## src/rtl/vga_pkg.sv

```systemverilog
// Shared VGA timing defaults (640x480@60), lock-state encoding and a small decode helper.
package vga_pkg;

  localparam int unsigned TotalCols   = 800;
  localparam int unsigned TotalRows   = 525;
  localparam int unsigned ActiveCols  = 640;
  localparam int unsigned ActiveRows  = 480;
  localparam int unsigned HFrontPorch = 18;
  localparam int unsigned HBackPorch  = 50;
  localparam int unsigned VFrontPorch = 10;
  localparam int unsigned VBackPorch  = 33;
  localparam int unsigned VideoWidth  = 4;
  localparam int unsigned CountWidth  = 10;

  typedef enum logic {
    StUnlocked = 1'b0,
    StLocked   = 1'b1
  } lock_state_e;

  // Half-open window test: lo <= val < hi.
  function automatic logic in_window(input logic [CountWidth-1:0] val,
                                     input logic [CountWidth-1:0] lo,
                                     input logic [CountWidth-1:0] hi);
    return (val >= lo) && (val < hi);
  endfunction

endpackage

```

## src/rtl/vga_sync_counter.sv

```systemverilog
// Frame-start detect, col/row position counters and a one-cycle delay of the syncs and video,
// so the position outputs are aligned with the delayed pixel.
module vga_sync_counter
  import vga_pkg::*;
#(
  parameter int unsigned NumCols  = TotalCols,
  parameter int unsigned NumRows  = TotalRows,
  parameter int unsigned Width    = VideoWidth,
  parameter int unsigned CntWidth = CountWidth
) (
  input  logic                clk_i,
  input  logic                rst_ni,
  input  logic                hsync_i,
  input  logic                vsync_i,
  input  logic [Width-1:0]    red_i,
  input  logic [Width-1:0]    grn_i,
  input  logic [Width-1:0]    blu_i,
  output logic                frame_start_o,
  output logic [CntWidth-1:0] col_o,
  output logic [CntWidth-1:0] row_o,
  output logic                hsync_o,
  output logic                vsync_o,
  output logic [Width-1:0]    red_o,
  output logic [Width-1:0]    grn_o,
  output logic [Width-1:0]    blu_o
);

  localparam logic [CntWidth-1:0] ColLast = CntWidth'(NumCols - 1);
  localparam logic [CntWidth-1:0] RowLast = CntWidth'(NumRows - 1);

  logic                vsync_q;
  logic                hsync_q;
  logic [CntWidth-1:0] col_q, col_d;
  logic [CntWidth-1:0] row_q, row_d;
  logic [Width-1:0]    red_q;
  logic [Width-1:0]    grn_q;
  logic [Width-1:0]    blu_q;

  assign frame_start_o = vsync_i & ~vsync_q;

  always_comb begin
    col_d = col_q + CntWidth'(1);
    row_d = row_q;
    if (frame_start_o) begin
      col_d = '0;
      row_d = '0;
    end else if (col_q == ColLast) begin
      col_d = '0;
      row_d = (row_q == RowLast) ? '0 : row_q + CntWidth'(1);
    end
  end

  always_ff @(posedge clk_i or negedge rst_ni) begin
    if (!rst_ni) begin
      // Reset high: a source already inside its active rows must not look like a frame start.
      vsync_q <= 1'b1;
      hsync_q <= 1'b0;
      col_q   <= '0;
      row_q   <= '0;
      red_q   <= '0;
      grn_q   <= '0;
      blu_q   <= '0;
    end else begin
      vsync_q <= vsync_i;
      hsync_q <= hsync_i;
      col_q   <= col_d;
      row_q   <= row_d;
      red_q   <= red_i;
      grn_q   <= grn_i;
      blu_q   <= blu_i;
    end
  end

  assign col_o   = col_q;
  assign row_o   = row_q;
  assign hsync_o = hsync_q;
  assign vsync_o = vsync_q;
  assign red_o   = red_q;
  assign grn_o   = grn_q;
  assign blu_o   = blu_q;

endmodule

```

## src/rtl/vga_sync_porch.sv

```systemverilog
// VGA output stage: regenerates active-low syncs with porches from the renderer's active-area
// syncs, blanks video outside the visible area and stays idle until the first frame start.
module vga_sync_porch
  import vga_pkg::*;
#(
  parameter int unsigned TOTAL_COLS    = TotalCols,
  parameter int unsigned TOTAL_ROWS    = TotalRows,
  parameter int unsigned ACTIVE_COLS   = ActiveCols,
  parameter int unsigned ACTIVE_ROWS   = ActiveRows,
  parameter int unsigned H_FRONT_PORCH = HFrontPorch,
  parameter int unsigned H_BACK_PORCH  = HBackPorch,
  parameter int unsigned V_FRONT_PORCH = VFrontPorch,
  parameter int unsigned V_BACK_PORCH  = VBackPorch,
  parameter int unsigned VIDEO_WIDTH   = VideoWidth
) (
  input  logic                   i_Clk,
  input  logic                   i_Rst_L,
  input  logic                   i_HSync,
  input  logic                   i_VSync,
  input  logic [VIDEO_WIDTH-1:0] i_Red_Video,
  input  logic [VIDEO_WIDTH-1:0] i_Grn_Video,
  input  logic [VIDEO_WIDTH-1:0] i_Blu_Video,
  output logic                   o_HSync,
  output logic                   o_VSync,
  output logic [VIDEO_WIDTH-1:0] o_Red_Video,
  output logic [VIDEO_WIDTH-1:0] o_Grn_Video,
  output logic [VIDEO_WIDTH-1:0] o_Blu_Video,
  output logic                   o_Locked
);

  localparam logic [CountWidth-1:0] HsStart   = CountWidth'(ACTIVE_COLS + H_FRONT_PORCH);
  localparam logic [CountWidth-1:0] HsEnd     = CountWidth'(TOTAL_COLS - H_BACK_PORCH);
  localparam logic [CountWidth-1:0] VsStart   = CountWidth'(ACTIVE_ROWS + V_FRONT_PORCH);
  localparam logic [CountWidth-1:0] VsEnd     = CountWidth'(TOTAL_ROWS - V_BACK_PORCH);
  localparam logic [CountWidth-1:0] ColActive = CountWidth'(ACTIVE_COLS);
  localparam logic [CountWidth-1:0] RowActive = CountWidth'(ACTIVE_ROWS);

  logic                   frame_start;
  logic [CountWidth-1:0]  col;
  logic [CountWidth-1:0]  row;
  logic [VIDEO_WIDTH-1:0] red_dly;
  logic [VIDEO_WIDTH-1:0] grn_dly;
  logic [VIDEO_WIDTH-1:0] blu_dly;
  logic                   unused_hsync;
  logic                   unused_vsync;

  lock_state_e            state_q, state_d;
  logic                   hsync_q, hsync_d;
  logic                   vsync_q, vsync_d;
  logic [VIDEO_WIDTH-1:0] red_q, red_d;
  logic [VIDEO_WIDTH-1:0] grn_q, grn_d;
  logic [VIDEO_WIDTH-1:0] blu_q, blu_d;
  logic                   locked_q, locked_d;

  vga_sync_counter #(
    .NumCols  (TOTAL_COLS),
    .NumRows  (TOTAL_ROWS),
    .Width    (VIDEO_WIDTH),
    .CntWidth (CountWidth)
  ) u_counter (
    .clk_i         (i_Clk),
    .rst_ni        (i_Rst_L),
    .hsync_i       (i_HSync),
    .vsync_i       (i_VSync),
    .red_i         (i_Red_Video),
    .grn_i         (i_Grn_Video),
    .blu_i         (i_Blu_Video),
    .frame_start_o (frame_start),
    .col_o         (col),
    .row_o         (row),
    .hsync_o       (unused_hsync),
    .vsync_o       (unused_vsync),
    .red_o         (red_dly),
    .grn_o         (grn_dly),
    .blu_o         (blu_dly)
  );

  // Lock is sticky until reset; later frame starts only re-align the counters.
  always_comb begin
    state_d = state_q;
    if ((state_q == StUnlocked) && frame_start) begin
      state_d = StLocked;
    end
  end

  always_comb begin
    hsync_d  = 1'b1;
    vsync_d  = 1'b1;
    red_d    = '0;
    grn_d    = '0;
    blu_d    = '0;
    locked_d = (state_q == StLocked);
    if (state_q == StLocked) begin
      hsync_d = ~in_window(col, HsStart, HsEnd);
      vsync_d = ~in_window(row, VsStart, VsEnd);
      if ((col < ColActive) && (row < RowActive)) begin
        red_d = red_dly;
        grn_d = grn_dly;
        blu_d = blu_dly;
      end
    end
  end

  always_ff @(posedge i_Clk or negedge i_Rst_L) begin
    if (!i_Rst_L) begin
      state_q  <= StUnlocked;
      hsync_q  <= 1'b1;
      vsync_q  <= 1'b1;
      red_q    <= '0;
      grn_q    <= '0;
      blu_q    <= '0;
      locked_q <= 1'b0;
    end else begin
      state_q  <= state_d;
      hsync_q  <= hsync_d;
      vsync_q  <= vsync_d;
      red_q    <= red_d;
      grn_q    <= grn_d;
      blu_q    <= blu_d;
      locked_q <= locked_d;
    end
  end

  assign o_HSync     = hsync_q;
  assign o_VSync     = vsync_q;
  assign o_Red_Video = red_q;
  assign o_Grn_Video = grn_q;
  assign o_Blu_Video = blu_q;
  assign o_Locked    = locked_q;

endmodule

```

## config.mk

```make
export PLATFORM = sky130hd
export DESIGN_NAME = vga_sync_porch
export DESIGN_NICKNAME = d
export VERILOG_FILES = /design/src/rtl/vga_pkg.sv /design/src/rtl/vga_sync_counter.sv /design/src/rtl/vga_sync_porch.sv
export SDC_FILE = /design/constraint.sdc
export NUM_CORES = 1
export LEC_CHECK = 0
export BUFFER_PORTS_ARGS = -buffer_cell sky130_fd_sc_hd__buf_2
export CELL_PAD_IN_SITES_DETAIL_PLACEMENT = 1
export CELL_PAD_IN_SITES_GLOBAL_PLACEMENT = 2
export CORE_MARGIN = 2
export CORE_UTILIZATION = 35
export CTS_BUF_LIST = sky130_fd_sc_hd__clkbuf_8
export DETAILED_ROUTE_END_ITERATION = 7
export PLACE_DENSITY = 0.77
export SYNTH_ARGS = -nofsm -noshare
export SYNTH_HDL_FRONTEND = slang
export SYNTH_SLANG_ARGS = --single-unit
```

## constraint.sdc

```tcl
create_clock -name i_Clk -period 1.8 [get_ports i_Clk]
set_input_delay 0.18 -clock i_Clk [delete_from_list [all_inputs] [get_ports i_Clk]]
set_output_delay 0.18 -clock i_Clk [all_outputs]
set_load 0.1 [all_outputs]
```

==> results of run 1 <==
==> worst register-to-register path, cell delays in order, from the launching register on <==
cell	delay [ns]
dfrtp_1	0.42
or3_4	0.41
o31ai_4	0.26
buf_6	0.16
o21ai_0	0.11
a22o_2	0.28
==> power breakdown <==
| part | internal, mW | switching (mW) | leakage (nW) |
|---|---|---|---|
| sequential | 1.20 | 0.0787 | 0.592 |
| combinational | 0.240 | 0.346 | 0.553 |
| clock | 0.291 | 0.406 | 0.0506 |
| total | 1.73 | 0.831 | 1.20 |
==> path summary, 6_finish.rpt <==
check	to	cells after the start
max	u_counter.row_o[3]	5
min	o_Blu_Video[2]	3
max reg2reg	u_counter.row_o[3]	5
min reg2reg	o_Blu_Video[2]	1
max in group asynchronous	o_VSync	3
min in group i_Clk	o_Blu_Video[2]	1
==> final cells by class <==
cell class                      instances  area share [%]
Inverter                                4           0.562
Clock inverter                          3            1.08
Sequential cell                        49            46.0
Clock buffer                            5            2.58
Multi-Input combinational cell        109            29.5
Tap cell                               72            3.37
Timing Repair Buffer                   63            16.9
==> routing by layer <==
metal	global-route usage, %	vias to the layer above
met1	18.6	758
met3	4.07	6
met4	4.58	0
met2	28.9	26
met5	0	-
li1	-	710
==> state kept, by name (all words and copies together) (netlist names), 4 cells and up <==
register and count:
u_counter.col_o 10, u_counter.row_o 10, o_Blu_Video 4, o_Grn_Video 4
o_Red_Video 4, u_counter.blu_o 4, u_counter.grn_o 4, u_counter.red_o 4
==> per-stage QoR <==
stage / hold WS, ns / power [mW] / worst slack [ns] / std cells
after floorplan: -0.116 / 1.62 / 0.0507 / 165
after global placement: 0.181 / 1.81 / 0.131 / 280
after global routing: 0.401 / 2.71 / 0.00768 / 305
after detailed placement: 0.192 / 1.85 / 0.0893 / 280
after CTS: 0.392 / 2.59 / 0.0438 / 302
final: 0.381 / 2.56 / 0.0617 / 305
==> cells in the mapped netlist (2+ instances only) <==
master,number
a31oi_1,2
o21ai_0,9
nor2b_1,3
o41ai_1,2
nand3_1,7
nor3b_1,2
a21oi_1,2
nor2_1,14
ha_1,5
dfstp_2,3
clkbuf_1,2
xor2_1,4
nand2_1,8
a22o_2,7
xnor2_1,3
nand4_1,2
inv_1,4
and2_1,12
nor3_1,5
dfrtp_1,46
==> cell usage in the layout (no fill, tap or decap), types with 2 or more instances in the layout <==
master         Yosys  final
a21oi_1            2      2
and2_1            12     12
ha_1               5      5
nand2_1            8      8
a22o_2             7      7
o21ai_0            9      9
dfstp_2            3      3
inv_1              4      4
xnor2_1            3      3
xor2_1             4      4
dfrtp_1           46     46
nor3b_1            2      2
nor2_1            14     14
nor2b_1            3      3
nand3_1            7      7
clkbuf_8           0      5
buf_4              0     18
nand4_1            2      2
buf_2              0     29
dlygate4sd3_1      0     14
nor3_1             5      5
==> kinds of logic after synthesis <==
group           share of synthesized area [%]
compound gates                           10.4
mux                                     0.558
simple gates                             20.5
xor+xnor                                 3.04
fa+ha+maj                                3.10
buf+inv                                  1.36
flops                                    61.0
==> what timing repair did <==
item / CTS / global route
hold buffers: 14 / 0
setup buffers: 0 / 3
resized for setup: 0 / 5
endpoints found under the hold margin: 59 / 0
setup endpoints to repair: 0 / 6
==> run_results.csv, run 1 <==
group,metric,value,unit
sta,clock-skew-final,0.0129,ns
logic_synthesis,synth_ff_type,"dfrtp_1",
cells_and_area,final_util,48.2,%
clock_tree,cts.clk_slew.worst_paths,0.10,ns
sta,finalHoldViolCount,0,
sta,post-route-min-period,1.74,ns
die,die_area,6390,µm²
worst_setup_path,r2r_slack,0.06,ns
routing,wl_per_cell,15.6,µm
clock_tree,tritoncts,"built",
sta,tightestPinTransition,0.494,ns
sta,max_slew_margin,67.3,%
placement,place_area,2380,µm²
logic_synthesis,synthArstFlopShare,100,%
cells_and_area,num_antenna_cells,0,
global_routing,grt_pass1_wl,7700,µm
worst_setup_path,critical_path_arrival,1.95,ns
cells_and_area,multiInputGateArea,787,µm²
worst_setup_path,crit_type,"flip-flop to flip-flop",
placement,hpwl,3250,µm
die,die_h,79.9,µm
cells_and_area,design_area,2670,µm²
sta,setup-violations-final,0,
worst_setup_path,cp_cell_sequence,"or3_4 -> o31ai_4 -> buf_6 -> o21ai_0 -> a22o_2",
worst_setup_path,max_stage_delay,0.42,ns
sta,finalMaxSlewViolations,0,
die,initial_utilization,36.4,%
worst_setup_path,worstSetupStartpointType,"flip-flop",
placement,io_buffers,29,
logic_synthesis,ys_seq_elements,49,
logic_synthesis,syn-num-nets,186,
pwr,power.leakage,1.20,nW
logic_synthesis,synth-edff-count,0,
die,die_w,79.9,µm
routing,drt_iter0_drc,18,
worst_setup_path,r2r-start,"u_counter.row_o[8]",
routing,wl_met2,2490,µm
worst_setup_path,crit_path_end_kind,"flip-flop",
sta,rsz0062_at_grt,"false",
pwr,pwr_density_cell,958,nW/µm²
cells_and_area,nFillCells,621,
worst_setup_path,crit_family,"compound AO/OA/AOI/OAI gates",
clock_tree,cts_made_buffers,5,
cells_and_area,drive_above_1_share,35.2,%
outcome,outcome,"finished clean",
routing,topRoutingLayerUsed,"met4",
routing,drt-total-wl,4740,µm
routing,wl_met3,154,µm
logic_synthesis,synth.yosys.seq_area_share,61.0,%
global_routing,overflow,0,
worst_hold_path,hold_path.class,"input port to asynchronous set/reset pin",
routing,vias_per_cell,4.92,
worst_setup_path,cp_max_fo,5,
global_routing,grt_pass1_vias,1601,
die,num_rows,27,
routing,drtPass1Iterations,4,
worst_setup_path,cp.required,2.01,ns
sta,max_freq,575,MHz
clock_tree,clkLatencyLatePin,0.31,ns
routing,final_antenna_net_count,0,
logic_synthesis,ys_warn_count,0,
die,io_pins,31,
pwr,peakVddDrop,0.394,mV
cells_and_area,nets,253,
routing,wl_met1,2040,µm
worst_setup_path,critical_path_buf_inv_count,1,
logic_synthesis,ys_top_cells_by_area,"dfrtp_1 57%, dfstp_2 3.9%, and2_1 3.7%, a22o_2 3.5%, ha_1 3.1%",
logic_synthesis,synth_top_area_share,57.1,%
sta,tns,0,ns
flow_run,drv_cap,0,
global_routing,antenna_found_initial,0,
clock_tree,cts_max_path_buffers,2,
clock_tree,root_buffer,"clkbuf_8",
logic_synthesis,avgSynthCellArea,12.2,µm²
logic_synthesis,syn_inst,165,
logic_synthesis,netlist_area,2020,µm²
worst_setup_path,startpoint,"u_counter.row_o[8]",
cells_and_area,seq_area,1230,µm²
logic_synthesis,synth_top_cell_by_area,"dfrtp_1",
logic_synthesis,ys_types,43,
global_routing,track_usage,16.0,%
sta,period_share,96.6,%
clock_tree,htree_levels,2,
placement,gp_congestion,0.802,
routing,vias,1500,
die,core_area,5540,µm²
global_routing,grt_max_degree,50,
worst_setup_path,slowest_stage,"dfrtp_1",
clock_tree,clkSinkCount,49,
cells_and_area,syn2layout_area_growth,32.4,%
routing,drc_errors,0,
Power figures use the tool's default switching activity.
==> run 2, diff against run 1 <==
- CORE_UTILIZATION: 35 -> 34
- HOLD_SLACK_MARGIN: not set -> 0.1
- PLACE_DENSITY: 0.77 -> 0.76
- RECOVER_POWER: not set -> 100
- SYNTH_HIERARCHICAL: not set -> 1
==> run 2 against run 1 <==
The flow now finishes with violations (negative setup slack). Fmax is 5.7% lower. Area after synthesis down 3.2%. Clock-buffer cell count stayed put. Largest power group unchanged.
==> run_results.csv, run 2 <==
group,metric,value,unit
outcome,outcome,"finished with violations",
outcome,violations,"negative setup slack",
placement,gp_congestion,0.821,
logic_synthesis,syn_inst,168,
sta,rsz0062_at_grt,"true",
routing,drc_errors,0,
clock_tree,root_buffer,"clkbuf_8",
cells_and_area,layout_commonest_cell,"dfrtp_1",
logic_synthesis,avgSynthCellArea,11.6,µm²
worst_setup_path,cp_max_fo,3,
global_routing,grt_max_degree,34,
placement,dp_slack,-0.107,ns
cells_and_area,drive_above_1_share,33.1,%
sta,max_freq,543,MHz
sta,finalHoldViolCount,0,
routing,drt-total-wl,4740,µm
sta,tightestPinTransition,0.784,ns
die,initial_utilization,35.3,%
die,die_w,79.8,µm
placement,hpwl,3430,µm
cells_and_area,nets,257,
logic_synthesis,netlist_area,1950,µm²
worst_setup_path,crit_family,"simple AND/OR/NAND/NOR gates",
die,io_pins,31,
logic_synthesis,ys_warn_count,6,
routing,wl_met1,2140,µm
cells_and_area,syn2layout_area_growth,33.1,%
die,num_rows,27,
sta,clock-skew-final,0.00596,ns
pwr,pwr_density_cell,844,nW/µm²
global_routing,grt_pass1_wl,7810,µm
worst_setup_path,crit_type,"flip-flop to flip-flop",
routing,vias_per_cell,4.81,
cells_and_area,final_cell_mix,"46 x dfrtp_1, 19 x buf_4, 16 x nor2_1, 16 x clkbuf_2, 14 x dlygate4sd3_1",
global_routing,antenna_found_initial,0,
worst_setup_path,rr_worst_depth,5,
flow_run,drv_cap,0,
clock_tree,cts.clk_slew.worst_paths,0.09,ns
worst_setup_path,cp.depth,5,
placement,place_area,2310,µm²
worst_setup_path,critical_path_buf_inv_count,0,
worst_setup_path,slowest_stage,"or4_4",
routing,drt_iter0_drc,48,
routing,drtPass1Iterations,4,
sta,period_share,102,%
routing,topRoutingLayerUsed,"met4",
clock_tree,clkLatencyLatePin,0.30,ns
sta,timing.final.ws_setup,-0.0428,ns
placement,placed_cells,285,
cells_and_area,design_area,2600,µm²
worst_setup_path,cp_cell_sequence,"ha_2 -> nand4_1 -> or4_4 -> or3_1 -> a21oi_1",
die,core_area,5540,µm²
clock_tree,tritoncts,"built",
clock_tree,clkSinkCount,49,
global_routing,grt_pass1_vias,1581,
worst_setup_path,critical_path_arrival,2.07,ns
routing,final_antenna_net_count,0,
global_routing,overflow,0,
worst_setup_path,max_stage_delay,0.60,ns
worst_hold_path,hold_path.class,"flip-flop to flip-flop",
pwr,peakVddDrop,0.404,mV
clock_tree,htree_levels,2,
sta,max_slew_margin,47.7,%
global_routing,track_usage,16.2,%
worst_setup_path,cp.required,2.02,ns
die,die_h,79.8,µm
sta,whs,0.420,ns
worst_setup_path,crit_path_end_kind,"flip-flop",
pwr,total_power,2.19,mW
clock_tree,cts_made_buffers,5,
die,die_area,6370,µm²
sta,post-route-min-period,1.84,ns
routing,wl_met3,196,µm
routing,vias,1496,
cells_and_area,final_cells,311,
placement,io_buffers,29,
routing,wl_met2,2350,µm
cells_and_area,num_antenna_cells,0,
pwr,power.leakage,1.14,nW
routing,wl_per_cell,15.3,µm
sta,setup-violations-final,2,
clock_tree,cts_max_path_buffers,2,
sta,finalMaxSlewViolations,0,
worst_hold_path,hold_depth,0,
logic_synthesis,syn-num-nets,187,
worst_setup_path,worstSetupStartpointType,"flip-flop",
[run 2: final timing paths]
| kind | from | endpoint | slack, ns |
|---|---|---|---|
| worst max-delay path | u_counter/col_o[0] | u_counter/row_o[7] | -0.04 |
| worst min-delay path | locked_d | o_Locked | 0.42 |
| worst max register to register | u_counter/col_o[0] | u_counter/row_o[7] | -0.04 |
| worst min register to register | locked_d | o_Locked | 0.42 |
| max in group asynchronous | i_Rst_L | u_counter/blu_o[2] | 0.39 |
| min in group asynchronous | i_Rst_L | u_counter/row_o[6] | 0.49 |
[run 2: per-layer routing]
metal	vias up	GRT usage, %
li1	723	-
met1	734	21.0
met2	34	27.4
met3	5	3.39
met4	0	4.58
met5	-	0
[run 2: area by class of cell]
class                           count  area (µm²)
Fill cell                         624        2940
Sequential cell                    49        1230
Multi-Input combinational cell    112         737
Timing Repair Buffer               65         437
Tap cell                           72        90.1
Clock buffer                        5        68.8
Clock inverter                      3        18.8
Inverter                            5        18.8
[run 2: timing repair]
item	CTS	global route
gates resized for setup	1	8
hold endpoints to repair	41	0
endpoints found under the setup margin	11	7
pin swaps	1	2
hold buffers	14	0
buffers inserted	1	3
[run 2: power by group]
part,internal (mW),switching (mW)
Combinational,0.133,0.249
Sequential,1.16,0.0264
Clock,0.268,0.355
Total,1.56,0.631
[run 2: stage by stage]
step	utilization (%)	setup TNS (ns)
floorplan	-	-0.0720
CTS	46.0	-0.0394
global route	46.9	-0.488
finish	46.9	-0.0494
global placement	41.7	-0.0312
detailed placement	41.7	-0.398
==> run 3, diff against run 2 <==
- CORE_ASPECT_RATIO: not set -> 0.9
==> run 3 against run 2 <==
The run now ends clean. Fmax is 3.5% higher. Cell area is 0.48% lower. Via count down 1.5%. Clock skew down 0.0018 ns. Routed wire length decreased by 7.9%. Highest routed layer unchanged.
==> run_results.csv, run 3 (synthesized netlist as in run 2, its figures left out) <==
group,metric,value,unit
outcome,outcome,"finished clean",
sta,max_freq,562,MHz
clock_tree,clkSinkCount,49,
global_routing,antenna_found_initial,0,
routing,final_antenna_net_count,0,
routing,drtPass1Iterations,4,
cells_and_area,layout_commonest_cell,"dfrtp_1",
cells_and_area,final_cell_mix,"46 x dfrtp_1, 17 x buf_4, 16 x nor2_1",
pwr,total_power,2.35,mW
routing,vias,1474,
die,die_area,6370,µm²
sta,post-route-min-period,1.78,ns
sta,finalHoldViolCount,0,
sta,period_share,98.9,%
die,initial_utilization,34.7,%
clock_tree,cts_max_path_buffers,2,
worst_setup_path,r2r-start,"u_counter/col_o[1]",
worst_setup_path,crit_type,"flip-flop to flip-flop",
worst_setup_path,critical_path_arrival,2.01,ns
pwr,peakVddDrop,0.519,mV
worst_setup_path,slowest_stage,"or4_4",
global_routing,overflow,0,
clock_tree,tritoncts,"built",
sta,max_slew_margin,21.1,%
cells_and_area,nFillCells,622,
routing,drt_iter0_drc,31,
worst_setup_path,startpoint,"u_counter/col_o[1]",
cells_and_area,syn2layout_area_growth,32.5,%
clock_tree,clkLatencyLatePin,0.29,ns
cells_and_area,design_area,2590,µm²
routing,wl_per_cell,14.3,µm
sta,tns,0,ns
placement,io_buffers,29,
die,die_h,75.9,µm
placement,placed_cells,283,
global_routing,grt_pass1_vias,1545,
clock_tree,cts_made_buffers,5,
cells_and_area,nets,254,
sta,tightestPinTransition,1.18,ns
worst_setup_path,crit_family,"simple AND/OR/NAND/NOR gates",
worst_hold_path,hold_path.class,"flip-flop to flip-flop",
sta,rsz0062_at_grt,"true",
clock_tree,root_buffer,"clkbuf_8",
routing,drt-total-wl,4370,µm
global_routing,track_usage,15.0,%
worst_setup_path,crit_path_end_kind,"flip-flop",
sta,clock-skew-final,0.00418,ns
global_routing,grt_max_degree,50,
pwr,power.leakage,1.14,nW
cells_and_area,drive_above_1_share,32.6,%
global_routing,grt_pass1_wl,7630,µm
placement,hpwl,3230,µm
worst_setup_path,cp_cell_sequence,"ha_2 -> nand4_1 -> or4_4 -> or3_4 -> a21oi_2",
flow_run,drv_cap,0,
cells_and_area,multiInputGateArea,721,µm²
cells_and_area,final_cells,306,
worst_setup_path,max_stage_delay,0.58,ns
die,io_pins,31,
cells_and_area,seq_area,1230,µm²
clock_tree,htree_levels,2,
placement,place_area,2310,µm²
worst_setup_path,cp.required,2.03,ns
pwr,pwr_density_cell,909,nW/µm²
worst_setup_path,cp_max_fo,3,
routing,vias_per_cell,4.82,
worst_setup_path,worstSetupStartpointType,"flip-flop",
placement,gp_congestion,0.799,
sta,finalMaxSlewViolations,0,
clock_tree,cts.clk_slew.worst_paths,0.09,ns
sta,setup-violations-final,0,
cells_and_area,num_antenna_cells,0,
sta,whs,0.429,ns
worst_setup_path,critical_path_buf_inv_count,0,
routing,drc_errors,0,
die,core_area,5630,µm²
die,die_w,83.9,µm
die,num_rows,26,
worst_hold_path,min_from,"locked_d",
[run 3: cell count changes in the layout (fill, tap and decap cells not counted), sizes merged]
cell | previous run | this run
buf | 30 | 31
clkbuf | 26 | 22
bufinv | 0 | 1
clkinv | 1 | 2
clkinvlp | 2 | 0
[run 3: cell type report]
cell class / count / area share [%]
clock buffers: 5 / 2.66
clock inverters: 3 / 1.64
inverters: 5 / 0.725
multi-input cells: 112 / 27.9
flip-flops and latches: 49 / 47.5
well taps: 70 / 3.38
repair buffers: 62 / 16.2
[run 3: metrics by stage]
stage               setup slack [ns]  util, %
floorplan                    -0.0360        -
global route                 -0.0836     46.0
global placement              0.0486     41.0
CTS                          0.00102     45.6
finish                        0.0195     46.0
detailed placement           0.00273     41.0
[run 3: report_power, final]
group	internal (mW)	switching [mW]
Clock	0.411	0.347
Combinational	0.150	0.253
Sequential	1.16	0.0265
Total	1.72	0.626
[run 3: layer usage]
layer  global-route usage, %  vias up  wire length [µm]
met5                       0        -                 0
met4                    3.39        0                37
met1                    20.1      722              2020
met2                    24.7       30              2150
li1                        -      717                 -
met3                    3.49        5               153
[run 3: worst paths after layout]
| check | end | slack, ns | depth (start not counted) |
|---|---|---|---|
| max in group asynchronous | u_counter/col_o[2] | 0.35 | 3 |
| setup reg to reg | u_counter/row_o[9] | 0.02 | 5 |
| setup / recovery | u_counter/row_o[9] | 0.02 | 5 |
| min in group asynchronous | u_counter/grn_o[3] | 0.74 | 3 |
| hold / removal | o_Locked | 0.43 | 0 |
| hold reg to reg | o_Locked | 0.43 | 0 |
[run 3: worst register-to-register path, delay by kind of cell, from the launching register on]
| family | cells | cell delay [ns] |
|---|---|---|
| DFF | 1 | 0.36 |
| AOI/OAI and AO/OA | 1 | 0.11 |
| and+or+nand+nor | 3 | 1.06 |
| adders and majority gates | 1 | 0.18 |
[run 3: what timing repair did]
action / 4_1_cts / 5_1_grt
endpoints found under the hold margin: 59 / 0
pin swaps: 1 / 0
endpoints found under the setup margin: 2 / 8
setup buffers: 0 / 1
hold buffers: 14 / 0
gates resized for setup: 2 / 6
